### config.mk
export PLATFORM = sky130hd
export DESIGN_NAME = prbs_seq_ctrl_flat
export DESIGN_NICKNAME = d
export VERILOG_FILES = /design/src/rtl/prbs_pkg.sv /design/src/rtl/prbs_seq_ctrl_if.sv /design/src/rtl/prbs_lfsr.sv /design/src/rtl/prbs_seq_ctrl.sv /design/src/flat_wrapper.sv
export SDC_FILE = /design/constraint.sdc
export NUM_CORES = 1
export LEC_CHECK = 0
export CORE_ASPECT_RATIO = 0.7
export CORE_MARGIN = 2
export CORE_UTILIZATION = 58
export DETAILED_ROUTE_END_ITERATION = 10
export PLACE_DENSITY_LB_ADDON = 0.1
export SYNTH_ARGS = -nofsm -noshare
export SYNTH_HDL_FRONTEND = slang
export SYNTH_SLANG_ARGS = --single-unit
### constraint.sdc
create_clock -name clk -period 9.6 [get_ports clk]
set_input_delay 2.4 -clock clk [delete_from_list [all_inputs] [get_ports clk]]
set_output_delay 2.4 -clock clk [all_outputs]
set_load 0.05 [all_outputs]
### src/rtl/prbs_pkg.sv
// prbs_pkg
// Shared constants for the PRBS sequencing controller: polynomial select
// encodings, per-polynomial MSB index / feedback tap / width mask, FSM state
// encoding and the default LFSR width.
// Ports: none (package).
package prbs_pkg;

  localparam int LFSR_W_DEF = 31;

  localparam logic [1:0] POLY_7  = 2'b00;  // x^7  + x^6  + 1
  localparam logic [1:0] POLY_15 = 2'b01;  // x^15 + x^14 + 1
  localparam logic [1:0] POLY_23 = 2'b10;  // x^23 + x^18 + 1
  localparam logic [1:0] POLY_31 = 2'b11;  // x^31 + x^28 + 1

  localparam logic [4:0] MSB_7  = 5'd6;
  localparam logic [4:0] MSB_15 = 5'd14;
  localparam logic [4:0] MSB_23 = 5'd22;
  localparam logic [4:0] MSB_31 = 5'd30;

  localparam logic [4:0] TAP_7  = 5'd5;
  localparam logic [4:0] TAP_15 = 5'd13;
  localparam logic [4:0] TAP_23 = 5'd17;
  localparam logic [4:0] TAP_31 = 5'd27;

  typedef enum logic [1:0] {
    ST_IDLE = 2'b00,
    ST_LOAD = 2'b01,
    ST_RUN  = 2'b10,
    ST_DONE = 2'b11
  } state_t;

  function automatic logic [4:0] poly_msb(input logic [1:0] poly);
    case (poly)
      POLY_7:  poly_msb = MSB_7;
      POLY_15: poly_msb = MSB_15;
      POLY_23: poly_msb = MSB_23;
      default: poly_msb = MSB_31;
    endcase
  endfunction

  function automatic logic [4:0] poly_tap(input logic [1:0] poly);
    case (poly)
      POLY_7:  poly_tap = TAP_7;
      POLY_15: poly_tap = TAP_15;
      POLY_23: poly_tap = TAP_23;
      default: poly_tap = TAP_31;
    endcase
  endfunction

  function automatic logic [LFSR_W_DEF-1:0] poly_mask(input logic [1:0] poly);
    case (poly)
      POLY_7:  poly_mask = 31'h0000_007F;
      POLY_15: poly_mask = 31'h0000_7FFF;
      POLY_23: poly_mask = 31'h007F_FFFF;
      default: poly_mask = 31'h7FFF_FFFF;
    endcase
  endfunction

endpackage

### src/rtl/prbs_seq_ctrl_if.sv
// prbs_seq_ctrl_if
// Configuration / control / pattern-output bundle of the PRBS sequencer.
// master: config and pin logic (drives cfg_*, start, abort, hold).
// slave : prbs_seq_ctrl (drives cfg_ready, busy, bit_valid, bit_out, done,
//         bit_cnt).
interface prbs_seq_ctrl_if import prbs_pkg::*; #(
  parameter int LFSR_W = LFSR_W_DEF,
  parameter int LEN_W  = 16
);
  logic              cfg_valid;
  logic              cfg_ready;
  logic [1:0]        cfg_poly;
  logic [LFSR_W-1:0] cfg_seed;
  logic [LEN_W-1:0]  cfg_len;
  logic              cfg_inj_en;
  logic [LEN_W-1:0]  cfg_inj_pos;
  logic              start;
  logic              abort;
  logic              hold;
  logic              busy;
  logic              bit_valid;
  logic              bit_out;
  logic              done;
  logic [LEN_W-1:0]  bit_cnt;

  modport master (
    output cfg_valid, cfg_poly, cfg_seed, cfg_len, cfg_inj_en, cfg_inj_pos,
    output start, abort, hold,
    input  cfg_ready, busy, bit_valid, bit_out, done, bit_cnt
  );

  modport slave (
    input  cfg_valid, cfg_poly, cfg_seed, cfg_len, cfg_inj_en, cfg_inj_pos,
    input  start, abort, hold,
    output cfg_ready, busy, bit_valid, bit_out, done, bit_cnt
  );
endinterface

### src/rtl/prbs_lfsr.sv
// prbs_lfsr
// Fibonacci LFSR with run-time polynomial select (PRBS7/15/23/31).
// Ports:
//   clk, rst_n : clock, async active-high reset (state -> 1)
//   load       : load masked seed (zero seed replaced by 1)
//   seed       : seed value, bits at/above the selected width ignored
//   step       : advance one bit
//   poly       : polynomial select
//   msb        : current output bit, state[W-1]
module prbs_lfsr import prbs_pkg::*; #(
  parameter int LFSR_W = LFSR_W_DEF
) (
  input  logic              clk,
  input  logic              rst_n,
  input  logic              load,
  input  logic [LFSR_W-1:0] seed,
  input  logic              step,
  input  logic [1:0]        poly,
  output logic              msb
);

  logic [LFSR_W-1:0] state_q;
  logic [LFSR_W-1:0] mask;
  logic [LFSR_W-1:0] seed_m;
  logic [LFSR_W-1:0] nxt;
  logic [4:0]        msb_idx;
  logic [4:0]        tap_idx;
  logic              fb;

  always_comb begin
    mask    = poly_mask(poly);
    msb_idx = poly_msb(poly);
    tap_idx = poly_tap(poly);
    seed_m  = seed & mask;
    // All-zero is the lock-up state of an XOR LFSR.
    if (seed_m == '0) seed_m = {{(LFSR_W-1){1'b0}}, 1'b1};
    fb  = state_q[msb_idx] ^ state_q[tap_idx];
    // Masking keeps bits above the selected width at zero.
    nxt = {state_q[LFSR_W-2:0], fb} & mask;
  end

  assign msb = state_q[msb_idx];

  always_ff @(posedge clk or posedge rst_n) begin
    if (rst_n) begin
      state_q <= {{(LFSR_W-1){1'b0}}, 1'b1};
    end else if (load) begin
      state_q <= seed_m;
    end else if (step) begin
      state_q <= nxt;
    end
  end

endmodule

### src/rtl/prbs_seq_ctrl.sv
// prbs_seq_ctrl
// Sequencing controller for the on-chip PRBS source: shadow configuration,
// burst FSM, bit counter and single-bit error injection around prbs_lfsr.
// Ports:
//   clk   : clock
//   rst_n : asynchronous reset, active-high despite the name
//   bus   : prbs_seq_ctrl_if.slave (cfg handshake, start/abort/hold,
//           busy/bit_valid/bit_out/done/bit_cnt)
//
// state | meaning
// ------+-----------------------------------------------------------
// IDLE  | cfg_ready high, shadow config writable, waits for start
// LOAD  | one cycle: masked seed into LFSR, bit_cnt cleared
// RUN   | bit_valid high, one pattern bit per non-held cycle
// DONE  | one cycle: done pulse, bit_cnt equals programmed length
module prbs_seq_ctrl import prbs_pkg::*; #(
  parameter int LFSR_W = LFSR_W_DEF,
  parameter int LEN_W  = 16
) (
  input  logic            clk,
  input  logic            rst_n,
  prbs_seq_ctrl_if.slave  bus
);

  state_t            state;
  logic [1:0]        sh_poly;
  logic [LFSR_W-1:0] sh_seed;
  logic [LEN_W-1:0]  sh_len;
  logic              sh_inj_en;
  logic [LEN_W-1:0]  sh_inj_pos;
  logic [LEN_W-1:0]  bit_cnt;
  logic              ready_q;
  logic              busy_q;
  logic              valid_q;
  logic              done_q;
  logic              lfsr_msb;
  logic              inj;
  logic              last_bit;
  logic              lfsr_load;
  logic              lfsr_step;

  assign inj       = sh_inj_en & (bit_cnt == sh_inj_pos);
  assign last_bit  = (sh_len != '0) && (bit_cnt == sh_len - LEN_W'(1));
  assign lfsr_load = (state == ST_LOAD);
  assign lfsr_step = (state == ST_RUN) & ~bus.hold;

  prbs_lfsr #(.LFSR_W(LFSR_W)) u_lfsr (
    .clk   (clk),
    .rst_n (rst_n),
    .load  (lfsr_load),
    .seed  (sh_seed),
    .step  (lfsr_step),
    .poly  (sh_poly),
    .msb   (lfsr_msb)
  );

  assign bus.cfg_ready = ready_q;
  assign bus.busy      = busy_q;
  assign bus.bit_valid = valid_q;
  assign bus.done      = done_q;
  assign bus.bit_cnt   = bit_cnt;
  // Injection flips only the emitted bit; the LFSR itself is untouched.
  assign bus.bit_out   = valid_q & (lfsr_msb ^ inj);

  always_ff @(posedge clk or posedge rst_n) begin
    if (rst_n) begin
      state      <= ST_IDLE;
      ready_q    <= 1'b1;
      busy_q     <= 1'b0;
      valid_q    <= 1'b0;
      done_q     <= 1'b0;
      bit_cnt    <= '0;
      sh_poly    <= POLY_31;
      sh_seed    <= {{(LFSR_W-1){1'b0}}, 1'b1};
      sh_len     <= '0;
      sh_inj_en  <= 1'b0;
      sh_inj_pos <= '0;
    end else begin
      done_q <= 1'b0;
      unique case (state)
        ST_IDLE: begin
          // cfg_ready is high exactly in IDLE, so cfg_valid alone completes
          // the handshake here; a same-cycle start sees the new shadow in LOAD.
          if (bus.cfg_valid) begin
            sh_poly    <= bus.cfg_poly;
            sh_seed    <= bus.cfg_seed;
            sh_len     <= bus.cfg_len;
            sh_inj_en  <= bus.cfg_inj_en;
            sh_inj_pos <= bus.cfg_inj_pos;
          end
          if (bus.start && !bus.abort) begin
            state   <= ST_LOAD;
            ready_q <= 1'b0;
            busy_q  <= 1'b1;
          end
        end
        ST_LOAD: begin
          bit_cnt <= '0;
          if (bus.abort) begin
            state   <= ST_IDLE;
            ready_q <= 1'b1;
            busy_q  <= 1'b0;
          end else begin
            state   <= ST_RUN;
            valid_q <= 1'b1;
          end
        end
        ST_RUN: begin
          if (bus.abort) begin
            state   <= ST_IDLE;
            ready_q <= 1'b1;
            busy_q  <= 1'b0;
            valid_q <= 1'b0;
          end else if (!bus.hold) begin
            bit_cnt <= bit_cnt + LEN_W'(1);
            if (last_bit) begin
              state   <= ST_DONE;
              busy_q  <= 1'b0;
              valid_q <= 1'b0;
              done_q  <= 1'b1;
            end
          end
        end
        ST_DONE: begin
          state   <= ST_IDLE;
          ready_q <= 1'b1;
        end
        default: begin
          state   <= ST_IDLE;
          ready_q <= 1'b1;
          busy_q  <= 1'b0;
          valid_q <= 1'b0;
        end
      endcase
    end
  end

endmodule

### src/flat_wrapper.sv
// flat-port wrapper written by rule: the top's interface ports become plain ports
module prbs_seq_ctrl_flat import prbs_pkg::*;
#(
  parameter int LFSR_W = LFSR_W_DEF,
  parameter int LEN_W  = 16
)
  (clk, rst_n, bus_cfg_valid, bus_cfg_poly, bus_cfg_seed, bus_cfg_len, bus_cfg_inj_en, bus_cfg_inj_pos, bus_start, bus_abort, bus_hold, bus_cfg_ready, bus_busy, bus_bit_valid, bus_bit_out, bus_done, bus_bit_cnt);
  prbs_seq_ctrl_if #(.LFSR_W(LFSR_W), .LEN_W(LEN_W)) bus_i ();
  input  logic clk;
  input  logic rst_n;
  input wire logic [$bits(bus_i.cfg_valid)-1:0] bus_cfg_valid;
  input wire logic [$bits(bus_i.cfg_poly)-1:0] bus_cfg_poly;
  input wire logic [$bits(bus_i.cfg_seed)-1:0] bus_cfg_seed;
  input wire logic [$bits(bus_i.cfg_len)-1:0] bus_cfg_len;
  input wire logic [$bits(bus_i.cfg_inj_en)-1:0] bus_cfg_inj_en;
  input wire logic [$bits(bus_i.cfg_inj_pos)-1:0] bus_cfg_inj_pos;
  input wire logic [$bits(bus_i.start)-1:0] bus_start;
  input wire logic [$bits(bus_i.abort)-1:0] bus_abort;
  input wire logic [$bits(bus_i.hold)-1:0] bus_hold;
  output wire logic [$bits(bus_i.cfg_ready)-1:0] bus_cfg_ready;
  output wire logic [$bits(bus_i.busy)-1:0] bus_busy;
  output wire logic [$bits(bus_i.bit_valid)-1:0] bus_bit_valid;
  output wire logic [$bits(bus_i.bit_out)-1:0] bus_bit_out;
  output wire logic [$bits(bus_i.done)-1:0] bus_done;
  output wire logic [$bits(bus_i.bit_cnt)-1:0] bus_bit_cnt;
  assign bus_i.cfg_valid = bus_cfg_valid;
  assign bus_i.cfg_poly = bus_cfg_poly;
  assign bus_i.cfg_seed = bus_cfg_seed;
  assign bus_i.cfg_len = bus_cfg_len;
  assign bus_i.cfg_inj_en = bus_cfg_inj_en;
  assign bus_i.cfg_inj_pos = bus_cfg_inj_pos;
  assign bus_i.start = bus_start;
  assign bus_i.abort = bus_abort;
  assign bus_i.hold = bus_hold;
  assign bus_cfg_ready = bus_i.cfg_ready;
  assign bus_busy = bus_i.busy;
  assign bus_bit_valid = bus_i.bit_valid;
  assign bus_bit_out = bus_i.bit_out;
  assign bus_done = bus_i.done;
  assign bus_bit_cnt = bus_i.bit_cnt;
  prbs_seq_ctrl #(.LFSR_W(LFSR_W), .LEN_W(LEN_W)) u_core (.clk(clk), .rst_n(rst_n), .bus(bus_i));
endmodule
==> results.toml <==
[placed_design]
dp_slack_ns = 4.80
post-dp-hpwl_um = 10400
io_buffers = 92
gp_congestion = 0.878
dpl-instance-area_um2 = 6990
dp.cells = 746

[global_routing]
grt-ovfl-total = 0
grt_first_pass_wirelength_um = 23900
antenna_found_initial = 0
grt_pass1_vias = 4488
grt_usage_pct = 27.8
grt_max_degree = 67

[layout]
finalNonFillerCells = 778
finalInstanceArea_um2 = 7580
area_delta_synth_final_pct = 26.6
nets = 717
drive_gt1_share_pct = 18.3
multi_input_area_um2 = 2840
regArea_um2 = 2980
antenna_cells = 0
fill_cells = 637

[yosys]
synth.distinct_cells = 51
yosys_warnings = 0
synth-seq-cells = 119
synthFlopType = "dfrtp_1"
netlist_instances = 550
syn_nets = 630
synth_area_um2 = 5990
postSynthAreaPerCell_um2 = 10.9
synth_top_cell_by_area = "dfrtp_1"
synth.top_cell.area_share_pct = 47.7
ys_seq_area_share_pct = 49.9
synth_area_leaders = "dfrtp_1, mux2_2, xnor2_1"
synthArstFlopShare_pct = 100
synth_edf_count = 0

[critical_path]
crit_cells = 7
ff2ff_path_depth = 7
crit_type = "reg2out"
cp.required_ns = 7.20
critPathArrivalTime_ns = 2.86
crit_path_start_kind = "flop"
critical_path.max_fanout = 8
endpoint_kind = "output pin"
slowest_delay_ns = 0.79
cp_top_family = "buffers and inverters"
worstPathBufferInverterCount = 1
path_cells = "xnor2_1 > nand4_1 > nor3_1 > nand4_1 > xnor2_1 > and2_1 > clkdlybuf4s50_1"
cp_slowest_cell = "clkdlybuf4s50_1"

[clocking]
post_cts_buffers = 0
clock-root-buffer = "clkbuf_16"
clock_latency_ns = 0.41
cts_tree = "yes"
cts_sinks = 119
path_clk_slew_ns = 0.05
cts_buffer_depth = 2
numCtsBuffers = 17
cts_max_level = 4
cts_resized = 0
hold_buffers = 0

[timing]
tightest_slew_ns = 1.06
rsz0062_at_grt = "no"
min_period_over_period_pct = 54.8
fin_skew_ns = 0.00757
maxSlewViolCount = 0
layout_setup_ws_ns = 4.34
hold_viol = 0
slew_headroom_pct = 29.1
max_freq_ghz = 0.190
setup_tns_ns = 0
finalSetupViolCount = 0
min_period_ns = 5.26

[detailed_routing]
ant_nets = 0
dr.pass1.iters = 4
viasPerCell = 6.01
drt-total-wl_um = 15000
highest_layer = "met4"
wl_met2_um = 6330
via_count = 4678
met1_length_um = 7220
wire_per_inst_um = 19.2
drt_iter0_drc = 451
dr_wl_met3_um = 1260
drc = 0

[run_status]
status = "finished clean"

[power]
power_mw = 2.45
power_density_nw_per_um2 = 323
peakVddDrop_mv = 0.185
p_leak_nw = 3.07

[floorplan]
num_rows = 30
top_level_ports = 93
coreArea_um2 = 9870
die_h_um = 89.0
die_width_um = 125
start_util_pct = 60.6
fp.dieArea_um2 = 11200

[min_path]
worstHoldPathCells = 2
hp-class = "reg2reg"

[job]
maxCapViolCount = 0
==> where the power goes <==
part	total [mW]	internal, mW	leakage (nW)	switching, mW
combinational	0.859	0.414	1.33	0.445
sequential	0.959	0.728	1.46	0.232
clock	0.630	0.404	0.287	0.227
==> worst register-to-register path, cell delays in order (launching register included) <==
cell,delay [ns]
dfrtp_1,0.46
nor4_1,0.57
nand2_1,0.19
o31ai_1,0.39
o221ai_1,0.20
or4_4,0.59
or2_4,0.26
a221oi_2,0.23
==> registers in the layout, indices dropped and copies added (netlist names) <==
signal	flops
u_core.sh_seed	31
u_core.u_lfsr.state_q	31
u_core.bus.bit_cnt	16
u_core.sh_inj_pos	16
u_core.sh_len	16
u_core.sh_poly	2
u_core.state	2
u_core.bus.bit_valid	1
u_core.bus.busy	1
u_core.bus.cfg_ready	1
u_core.bus.done	1
u_core.sh_inj_en	1
==> synth_stat cells, drive strengths merged (10+ instances only) <==
cell type	count
dfrtp	114
mux2	66
nand2	49
o21ai	35
nor2	34
xnor2	32
a22oi	24
clkbuf	24
inv	16
xor2	15
nor3	13
a21oi	12
nor4	10
==> stage by stage <==
step                      hold WS (ns)  util, %
after floorplan                  0.451        -
after global placement           0.463     70.8
after detailed placement         0.471     70.8
after CTS                        0.483     76.8
after global routing             0.508     76.8
final                            0.482     76.8
==> final timing paths <==
check | start | endpoint | slack, ns
hold reg to reg | u_core.u_lfsr.state_q[16] | u_core.u_lfsr.state_q[16] | 0.48
min in group asynchronous | rst_n | u_core.sh_inj_en | 2.49
setup / recovery | u_core.bus.bit_cnt[9] | bus_bit_out | 4.34
setup reg to reg | u_core.sh_len[5] | u_core.state[0] | 6.62
max in group asynchronous | rst_n | u_core.sh_len[1] | 5.86
hold / removal | u_core.u_lfsr.state_q[16] | u_core.u_lfsr.state_q[16] | 0.48
==> layer usage <==
layer	GRT usage, %	vias to the layer above
met2	38.7	191
li1	-	2140
met3	8.08	13
met1	42.1	2334
met5	0	-
met4	8.59	0
==> cell usage in the layout (no fill, tap or decap), types with 4 or more instances in the layout <==
cell and count:
a21oi_1 12, a22oi_1 24, and3_1 5, clkbuf_16 17, clkdlybuf4s50_1 92, dfrtp_1 114
dfstp_2 5, ha_1 8, inv_1 15, mux2_2 66, mux2i_1 8, nand2_1 48
nand2b_1 4, nand3_1 6, nand4_1 7, nor2_1 34, nor2b_1 8, nor3_1 12
nor4_1 9, o211ai_1 7, o21ai_0 35, or3_1 5, xnor2_1 32, xor2_1 15
==> cells by family (layout without fill, tap and decap cells) <==
family / count (synthesis) / count (layout) / share of synthesized area (%)
and+or+nand+nor: 156 / 156 / 13.3
DFF: 119 / 119 / 49.9
AOI/OAI and AO/OA: 101 / 101 / 11.0
muxes: 76 / 76 / 14.5
xor gates and xnor gates: 47 / 47 / 6.88
buffers and inverters: 43 / 143 / 2.82
adders and majority gates: 8 / 8 / 1.67
==> cell type report <==
cell class / instances / share of cell area, %
clock buffer: 22 / 6.26
multi-input combinational: 388 / 37.4
sequential: 119 / 39.4
timing repair buffer: 95 / 12.4
tap: 128 / 2.11
inverter: 16 / 0.825
clock inverter: 10 / 1.58
Power figures use the tool's default switching activity.
